**config.mk**
```make
export PLATFORM = sky130hd
export DESIGN_NAME = commit_tracker_flat
export DESIGN_NICKNAME = d
export VERILOG_FILES = /design/src/rtl/commit_tracker_if.sv /design/src/rtl/commit_tracker.sv /design/src/flat_wrapper.sv
export SDC_FILE = /design/constraint.sdc
export NUM_CORES = 1
export LEC_CHECK = 0
export ABC_AREA = 1
export ABC_CLOCK_PERIOD_IN_PS = 3000
export CORE_AREA = 2 2 349 351
export CTS_BUF_LIST = sky130_fd_sc_hd__clkbuf_4
export DETAILED_ROUTE_END_ITERATION = 6
export DIE_AREA = 0 0 351 353
export PLACE_DENSITY = 0.41
export RECOVER_POWER = 50
export SYNTH_ARGS = -nofsm -noshare
export SYNTH_HDL_FRONTEND = slang
export SYNTH_SLANG_ARGS = --single-unit
```
**constraint.sdc**
```tcl
create_clock -name clock -period 3 [get_ports clock]
set_input_delay 0.6 -clock clock [delete_from_list [all_inputs] [get_ports clock]]
set_output_delay 0.6 -clock clock [all_outputs]
set_load 0.02 [all_outputs]
```
**src/rtl/commit_tracker_if.sv**
```systemverilog
// Retirement bus between the core's commit point and the tracker.
// The master side drives the in_* retirement records and observes the
// registered out_* commit records. The slave side (the tracker) does the reverse.
interface commit_tracker_if #(
    parameter int LANES = 2,
    parameter int XLEN  = 64
);
    logic [LANES-1:0]      in_valid;
    logic [LANES*XLEN-1:0] in_pc;
    logic [LANES*32-1:0]   in_inst;
    logic [LANES-1:0]      in_wen;
    logic [LANES*5-1:0]    in_wdest;
    logic [LANES*XLEN-1:0] in_wdata;

    logic [LANES-1:0]      out_valid;
    logic [LANES*XLEN-1:0] out_pc;
    logic [LANES*32-1:0]   out_inst;
    logic [LANES*XLEN-1:0] out_wdata;
    logic [LANES-1:0]      out_wen;
    logic [LANES*8-1:0]    out_wdest;
    logic [LANES-1:0]      out_skip;

    modport master (
        output in_valid, in_pc, in_inst, in_wen, in_wdest, in_wdata,
        input  out_valid, out_pc, out_inst, out_wdata, out_wen, out_wdest, out_skip
    );

    modport slave (
        input  in_valid, in_pc, in_inst, in_wen, in_wdest, in_wdata,
        output out_valid, out_pc, out_inst, out_wdata, out_wen, out_wdest, out_skip
    );
endinterface

```
**src/rtl/commit_tracker.sv**
```systemverilog
// commit_tracker: multi-lane in-order retirement monitor.
// Registers accepted retirement lanes onto commit outputs, masks writes to x0,
// flags the boot instruction for skip, counts cycles and instructions, and halts
// after the trap instruction commits.
// Optional feature macro: COMMIT_WATCHDOG_EN enables an idle watchdog that raises
// a sticky hang flag and forces a trap (code 8'hFF) after TIMEOUT idle cycles.
module commit_tracker #(
    parameter int              LANES       = 2,
    parameter int              XLEN        = 64,
    parameter logic [XLEN-1:0] PC_START    = XLEN'(64'h8000_0000),
    parameter logic [6:0]      TRAP_OPCODE = 7'h6b,
    parameter int              TIMEOUT     = 5000
) (
    input  logic             clock,
    input  logic             reset,
    commit_tracker_if.slave  bus,
    input  logic [7:0]       trap_code_src,
    output logic             trap_valid,
    output logic [7:0]       trap_code,
    output logic [XLEN-1:0]  trap_pc,
    output logic [63:0]      cycle_cnt,
    output logic [63:0]      instr_cnt,
    output logic             halted,
    output logic             hang
);

    typedef enum logic [1:0] {RUN, TRAP, HALTED} state_t;

    state_t            state_reg;
    logic              skip_armed_reg;
    logic [63:0]       cycle_cnt_reg;
    logic [63:0]       instr_cnt_reg;
    logic              trap_valid_reg;
    logic [7:0]        trap_code_reg;
    logic [XLEN-1:0]   trap_pc_reg;
    logic              halted_reg;

    logic [LANES-1:0]  lane_trap;
    logic [LANES-1:0]  accept;
    logic [3:0]        accept_cnt;
    logic              trap_hit;
    logic [XLEN-1:0]   trap_pc_next;
    logic [XLEN-1:0]   last_pc_next;
    logic              chain_open;

    // Per-lane trap opcode decode
    for (genvar gi = 0; gi < LANES; gi++) begin : g_decode
        assign lane_trap[gi] = (bus.in_inst[gi*32 +: 7] == TRAP_OPCODE);
    end

    // Walk lanes in order: accept until the first gap or just past the first trap
    always_comb begin
        accept       = '0;
        accept_cnt   = '0;
        trap_hit     = 1'b0;
        trap_pc_next = '0;
        last_pc_next = '0;
        chain_open   = (state_reg == RUN);
        for (int i = 0; i < LANES; i++) begin
            if (chain_open && bus.in_valid[i]) begin
                accept[i]    = 1'b1;
                accept_cnt   = accept_cnt + 4'd1;
                last_pc_next = bus.in_pc[i*XLEN +: XLEN];
                if (lane_trap[i]) begin
                    trap_hit     = 1'b1;
                    trap_pc_next = bus.in_pc[i*XLEN +: XLEN];
                    chain_open   = 1'b0;
                end
            end else begin
                chain_open = 1'b0;
            end
        end
    end

    // Per-lane commit registers; non-accepted lanes present all-zero records
    for (genvar gi = 0; gi < LANES; gi++) begin : g_lane
        logic            valid_reg;
        logic            wen_reg;
        logic            skip_reg;
        logic [XLEN-1:0] pc_reg;
        logic [XLEN-1:0] wdata_reg;
        logic [31:0]     inst_reg;
        logic [4:0]      wdest_reg;
        logic            skip_hit;

        // Only lane 0 can hold the first instruction since reset
        if (gi == 0) begin : g_first
            assign skip_hit = skip_armed_reg && (bus.in_pc[XLEN-1:0] == PC_START);
        end else begin : g_rest
            assign skip_hit = 1'b0;
        end

        // Capture the lane's record when it is accepted
        always_ff @(posedge clock) begin
            if (reset) begin
                valid_reg <= 1'b0;
                wen_reg   <= 1'b0;
                skip_reg  <= 1'b0;
                pc_reg    <= '0;
                wdata_reg <= '0;
                inst_reg  <= '0;
                wdest_reg <= '0;
            end else begin
                valid_reg <= accept[gi];
                wen_reg   <= accept[gi] && bus.in_wen[gi] && (bus.in_wdest[gi*5 +: 5] != 5'd0);
                skip_reg  <= accept[gi] && skip_hit;
                pc_reg    <= accept[gi] ? bus.in_pc[gi*XLEN +: XLEN]    : '0;
                wdata_reg <= accept[gi] ? bus.in_wdata[gi*XLEN +: XLEN] : '0;
                inst_reg  <= accept[gi] ? bus.in_inst[gi*32 +: 32]      : '0;
                wdest_reg <= accept[gi] ? bus.in_wdest[gi*5 +: 5]       : '0;
            end
        end

        assign bus.out_valid[gi]              = valid_reg;
        assign bus.out_wen[gi]                = wen_reg;
        assign bus.out_skip[gi]               = skip_reg;
        assign bus.out_pc[gi*XLEN +: XLEN]    = pc_reg;
        assign bus.out_wdata[gi*XLEN +: XLEN] = wdata_reg;
        assign bus.out_inst[gi*32 +: 32]      = inst_reg;
        assign bus.out_wdest[gi*8 +: 8]       = {3'b000, wdest_reg};
    end

`ifdef COMMIT_WATCHDOG_EN
    localparam int IDLE_W = $clog2(TIMEOUT + 1);

    logic [IDLE_W-1:0] idle_reg;
    logic              hang_reg;
    logic [XLEN-1:0]   last_pc_reg;
    logic              wd_fire;

    // Fires on the idle cycle that brings the idle count up to TIMEOUT
    assign wd_fire = (accept_cnt == 4'd0) && (idle_reg == IDLE_W'(TIMEOUT - 1));
    assign hang    = hang_reg;
`else
    logic unused_cfg;

    assign unused_cfg = (^TIMEOUT) ^ (^last_pc_next);
    assign hang       = 1'b0;
`endif

    // Control FSM, counters and trap capture
    always_ff @(posedge clock) begin
        if (reset) begin
            state_reg      <= RUN;
            skip_armed_reg <= 1'b1;
            cycle_cnt_reg  <= '0;
            instr_cnt_reg  <= '0;
            trap_valid_reg <= 1'b0;
            trap_code_reg  <= '0;
            trap_pc_reg    <= '0;
            halted_reg     <= 1'b0;
`ifdef COMMIT_WATCHDOG_EN
            idle_reg       <= '0;
            hang_reg       <= 1'b0;
            last_pc_reg    <= '0;
`endif
        end else begin
            trap_valid_reg <= 1'b0;
            case (state_reg)
                RUN: begin
                    cycle_cnt_reg <= cycle_cnt_reg + 64'd1;
                    instr_cnt_reg <= instr_cnt_reg + 64'(accept_cnt);
                    if (accept_cnt != 4'd0) begin
                        skip_armed_reg <= 1'b0;
                    end
                    if (trap_hit) begin
                        state_reg      <= TRAP;
                        trap_valid_reg <= 1'b1;
                        trap_code_reg  <= trap_code_src;
                        trap_pc_reg    <= trap_pc_next;
                    end
`ifdef COMMIT_WATCHDOG_EN
                    else if (wd_fire) begin
                        state_reg      <= TRAP;
                        trap_valid_reg <= 1'b1;
                        trap_code_reg  <= 8'hFF;
                        trap_pc_reg    <= last_pc_reg;
                        hang_reg       <= 1'b1;
                    end
                    if (accept_cnt != 4'd0) begin
                        idle_reg    <= '0;
                        last_pc_reg <= last_pc_next;
                    end else begin
                        idle_reg <= idle_reg + 1'b1;
                    end
`endif
                end
                TRAP: begin
                    cycle_cnt_reg <= cycle_cnt_reg + 64'd1;
                    state_reg     <= HALTED;
                    halted_reg    <= 1'b1;
                end
                default: begin
                    // HALTED: everything frozen until reset
                end
            endcase
        end
    end

    assign trap_valid = trap_valid_reg;
    assign trap_code  = trap_code_reg;
    assign trap_pc    = trap_pc_reg;
    assign cycle_cnt  = cycle_cnt_reg;
    assign instr_cnt  = instr_cnt_reg;
    assign halted     = halted_reg;

endmodule

```
**src/flat_wrapper.sv**
```systemverilog
// flat-port wrapper written by rule: the top's interface ports become plain ports
module commit_tracker_flat 
#(
    parameter int              LANES       = 2,
    parameter int              XLEN        = 64,
    parameter logic [XLEN-1:0] PC_START    = XLEN'(64'h8000_0000),
    parameter logic [6:0]      TRAP_OPCODE = 7'h6b,
    parameter int              TIMEOUT     = 5000
)
  (clock, reset, trap_code_src, trap_valid, trap_code, trap_pc, cycle_cnt, instr_cnt, halted, hang, bus_in_valid, bus_in_pc, bus_in_inst, bus_in_wen, bus_in_wdest, bus_in_wdata, bus_out_valid, bus_out_pc, bus_out_inst, bus_out_wdata, bus_out_wen, bus_out_wdest, bus_out_skip);
  commit_tracker_if #(.LANES(LANES), .XLEN(XLEN)) bus_i ();
  input  logic clock;
  input  logic reset;
  input  logic [7:0] trap_code_src;
  output logic trap_valid;
  output logic [7:0] trap_code;
  output logic [XLEN-1:0] trap_pc;
  output logic [63:0] cycle_cnt;
  output logic [63:0] instr_cnt;
  output logic halted;
  output logic hang;
  input wire logic [$bits(bus_i.in_valid)-1:0] bus_in_valid;
  input wire logic [$bits(bus_i.in_pc)-1:0] bus_in_pc;
  input wire logic [$bits(bus_i.in_inst)-1:0] bus_in_inst;
  input wire logic [$bits(bus_i.in_wen)-1:0] bus_in_wen;
  input wire logic [$bits(bus_i.in_wdest)-1:0] bus_in_wdest;
  input wire logic [$bits(bus_i.in_wdata)-1:0] bus_in_wdata;
  output wire logic [$bits(bus_i.out_valid)-1:0] bus_out_valid;
  output wire logic [$bits(bus_i.out_pc)-1:0] bus_out_pc;
  output wire logic [$bits(bus_i.out_inst)-1:0] bus_out_inst;
  output wire logic [$bits(bus_i.out_wdata)-1:0] bus_out_wdata;
  output wire logic [$bits(bus_i.out_wen)-1:0] bus_out_wen;
  output wire logic [$bits(bus_i.out_wdest)-1:0] bus_out_wdest;
  output wire logic [$bits(bus_i.out_skip)-1:0] bus_out_skip;
  assign bus_i.in_valid = bus_in_valid;
  assign bus_i.in_pc = bus_in_pc;
  assign bus_i.in_inst = bus_in_inst;
  assign bus_i.in_wen = bus_in_wen;
  assign bus_i.in_wdest = bus_in_wdest;
  assign bus_i.in_wdata = bus_in_wdata;
  assign bus_out_valid = bus_i.out_valid;
  assign bus_out_pc = bus_i.out_pc;
  assign bus_out_inst = bus_i.out_inst;
  assign bus_out_wdata = bus_i.out_wdata;
  assign bus_out_wen = bus_i.out_wen;
  assign bus_out_wdest = bus_i.out_wdest;
  assign bus_out_skip = bus_i.out_skip;
  commit_tracker #(.LANES(LANES), .XLEN(XLEN), .PC_START(PC_START), .TRAP_OPCODE(TRAP_OPCODE), .TIMEOUT(TIMEOUT)) u_core (.clock(clock), .reset(reset), .bus(bus_i), .trap_code_src(trap_code_src), .trap_valid(trap_valid), .trap_code(trap_code), .trap_pc(trap_pc), .cycle_cnt(cycle_cnt), .instr_cnt(instr_cnt), .halted(halted), .hang(hang));
endmodule
```
==> results.json <==
{
  "fp.dieH_um": 353,
  "r2r-start": "u_core.state_reg[1]",
  "netlist_area_um2": 20920,
  "hp-start": "bus_in_wdata[103]",
  "p_leak_uw": 0.01617,
  "path_clk_slew_ps": 60,
  "violations": "capacitance limit, slew limit",
  "crit_path_start_kind": "input port",
  "power_frac_comb": 0.117,
  "synth_enable_flop_cells": 0,
  "drive_above_1_share": 0.07945,
  "clk_latency_ps": 1130,
  "fin_crit_sh": 0.9620,
  "cp_slowest_cell": "dlygate4sd3_1",
  "die_area_um2": 123900,
  "drt_pass1_iterations": 5,
  "num-fill-cells": 13182,
  "synth_top_area_cell": "dfxtp_1",
  "syn-instance-count": 2875,
  "cts_buffers": 167,
  "io_buffers": 880,
  "synth_xor_area_frac": 0.01633,
  "area_growth_pct": 77.08,
  "peakVddDrop_mv": 0.3397,
  "r2r_cells": 17,
  "ys_seq_area_frac": 0.5168,
  "timing_worst_slew_pin_value_ps": 1822,
  "status": "finished, violations left",
  "overflow": 0,
  "worstPathArrival_ps": 3880,
  "cts_tree": "yes",
  "seqPwrFrac": 0.447,
  "synth_top_area_frac": 0.5168,
  "place_hpwl_mm": 81.87,
  "setup.worst_path.class": "input port to flop",
  "startpoint": "bus_in_inst[1]",
  "cpPeakStageDelay_ps": 530,
  "power.internal_uw": 12090,
  "synth_compound_area_frac": 0.02530,
  "grt_max_degree": 77,
  "cp_max_fo": 4,
  "r2r_end": "u_core.instr_cnt[48]",
  "antenna_left": 0,
  "synth.distinct_cells": 36,
  "ctsRootBufferMaster": "clkbuf_4",
  "critPathCaptureType": "flop",
  "yosysWarnings": 0,
  "gp_congestion": 0.8876,
  "reg2reg_slack_ps": 240,
  "fin_worst_skew_ps": 54.16,
  "avgSynthCellArea_um2": 7.276,
  "die_w_um": 351,
  "grt_pass1_vias": 23158,
  "yosys.area_share.adder": 0.003948,
  "crit_top_cell": "nand2_1",
  "antenna_found_initial": 13,
  "hp-class": "input port to flop",
  "coreArea_um2": 120600,
  "synthMuxAreaShare": 0,
  "cts.sinks": 540,
  "yosysMostFrequentCell": "nor2_1",
  "synthSimpleGateAreaFrac": 0.3301,
  "initial_core_util": 0.1735,
  "required_ps": 3990,
  "swShare": 0.2693,
  "design_area_um2": 37040,
  "maxSlewViolCount": 138,
  "route.detailed.drc": 0,
  "cts_htree_levels": 4,
  "synth-seq-cells": 540,
  "drt_iter0_markers": 891,
  "clockBufferDepth": 3,
  "ioPinCount": 889,
  "synthArstFlopShare": 0,
  "track_usage": 0.1658,
  "crit_chain": "dlygate4sd3_1 > clkdlybuf4s50_1 > inv_1 > nor3_1 > nand2_1 > buf_12 > inv_2 > nor2_8 > clkbuf_4 > ha_1 > ha_1 > nand3_1 > nand2_2 > buf_4 > nand2_1 > nor2_1 > nand2_1 > nor2_2 > nand3_1 > nand2_1 > nor2_1",
  "power_density_nw_per_um2": 446.8,
  "timing.final.crit_period_ps": 2886,
  "slew_headroom": -0.2145,
  "synthFlopType": "dfxtp_1",
  "finalSetupViolations": 0,
  "clkPwrFrac": 0.436,
  "rows": 128,
  "switchingPower_uw": 4457,
  "finalHoldWorstSlack_ps": 179.6,
  "hold_viol": 0,
  "ff_latch_area_um2": 10810,
  "grt_pass1_wl_mm": 151.5,
  "drv_cap": 2,
  "wl_mm": 105.3,
  "viasPerCell": 3.797,
  "yosys-top-cells-count": "793 x nor2_1, 540 x dfxtp_1, 532 x nand2_1",
  "multi_input_area_um2": 7946,
  "synth_top_family_by_area": "simple AND/OR/NAND/NOR gates",
  "synthTopCellsByArea": "dfxtp_1 52%, nor2_1 14%, nand2_1 9.5%, inv_1 7.8%, nand3_1 3.3%",
  "cp-endpoint": "u_core.instr_cnt[61]",
  "place_area_um2": 32000,
  "fmax_mhz": 346.5,
  "routedWlPerCell_um": 17.65,
  "vias": 22663,
  "finalNetCount": 4567
}
## power groups by stage
stage          registers, uW  clock network [uW]  logic (uW)
5_1_grt                 7410                7960        2080
2_1_floorplan           7760                   0         347
3_5_place_dp            7560                   0        1620
3_3_place_gp            7560                   0        1630
6_report                7400                7210        1940
4_1_cts                 7400                7610        1990
## layout make-up
class,count,share of cell area
repair buffers,1280,0.3390
flip-flops and latches,540,0.2919
multi-input cells,1789,0.2145
well taps,1625,0.05489
clock buffers,230,0.04662
inverters,439,0.04466
clock inverters,52,0.007533
diodes,13,0.0008783
## routing by layer
metal	track usage	share of wire
met5	0	0.00069
met4	0.05322	0.025
met1	0.1826	0.39
met2	0.2873	0.49
met3	0.06816	0.093
## worst min path at each step
stage | end | depth (start not counted)
floorplan | u_core.skip_armed_reg | 2
global placement | u_core.halted | 2
detailed placement | u_core.halted | 2
CTS | u_core.g_lane[1].wdata_reg[48] | 3
global route | u_core.g_lane[0].pc_reg[26] | 3
finish | u_core.g_lane[1].wdata_reg[39] | 4
## metrics by stage
stage | instances | setup TNS (ps) | setup WS [ps] | util | power [uW]
2_1_floorplan | 2882 | 0 | 0.3622 | - | 8111
3_3_place_gp | 5345 | -54530 | -851.6 | 0.2654 | 9184
3_5_place_dp | 5345 | -56460 | -834.1 | 0.2654 | 9182
4_1_cts | 5954 | 0 | 0.09237 | 0.3082 | 17000
5_1_grt | 5963 | -41.17 | -11.93 | 0.3070 | 17460
6_report | 5968 | 0 | 114.0 | 0.3071 | 16550
## worst max-delay path, delay by kind of cell
kind / cells / cell delay, ps
buffers and inverters: 7 / 1560
adder cells (fa/ha/maj): 2 / 470
AND/OR/NAND/NOR: 12 / 1230
## logic make-up after synthesis
logic type,after synthesis
flip-flops,540
AND/OR/NAND/NOR,1637
adder cells (fa/ha/maj),6
buffers and inverters,553
other,1
XOR/XNOR,39
AO/OA/AOI/OAI,99
## what timing repair did
item,in CTS,in global routing
hold buffers,327,0
pin swaps,0,3
endpoints found under the hold margin,369,0
gates resized for setup,96,26
setup endpoints to repair,95,33
cloned,0,0
buffers inserted,0,1
## cells in the final DEF, fill, tap and decap left out, types with 22 or more instances in the layout
cell type / count
dfxtp_1: 539
dlygate4sd2_1: 94
dlygate4sd3_1: 330
o21ai_0: 36
clkinv_1: 36
a21oi_1: 53
nand3_1: 137
buf_4: 32
nor2_1: 788
nand4_1: 36
clkbuf_4: 234
inv_1: 433
nand3b_1: 72
xor2_1: 22
nand2_1: 527
clkdlybuf4s50_1: 782
(Power assumes the default switching activity.)
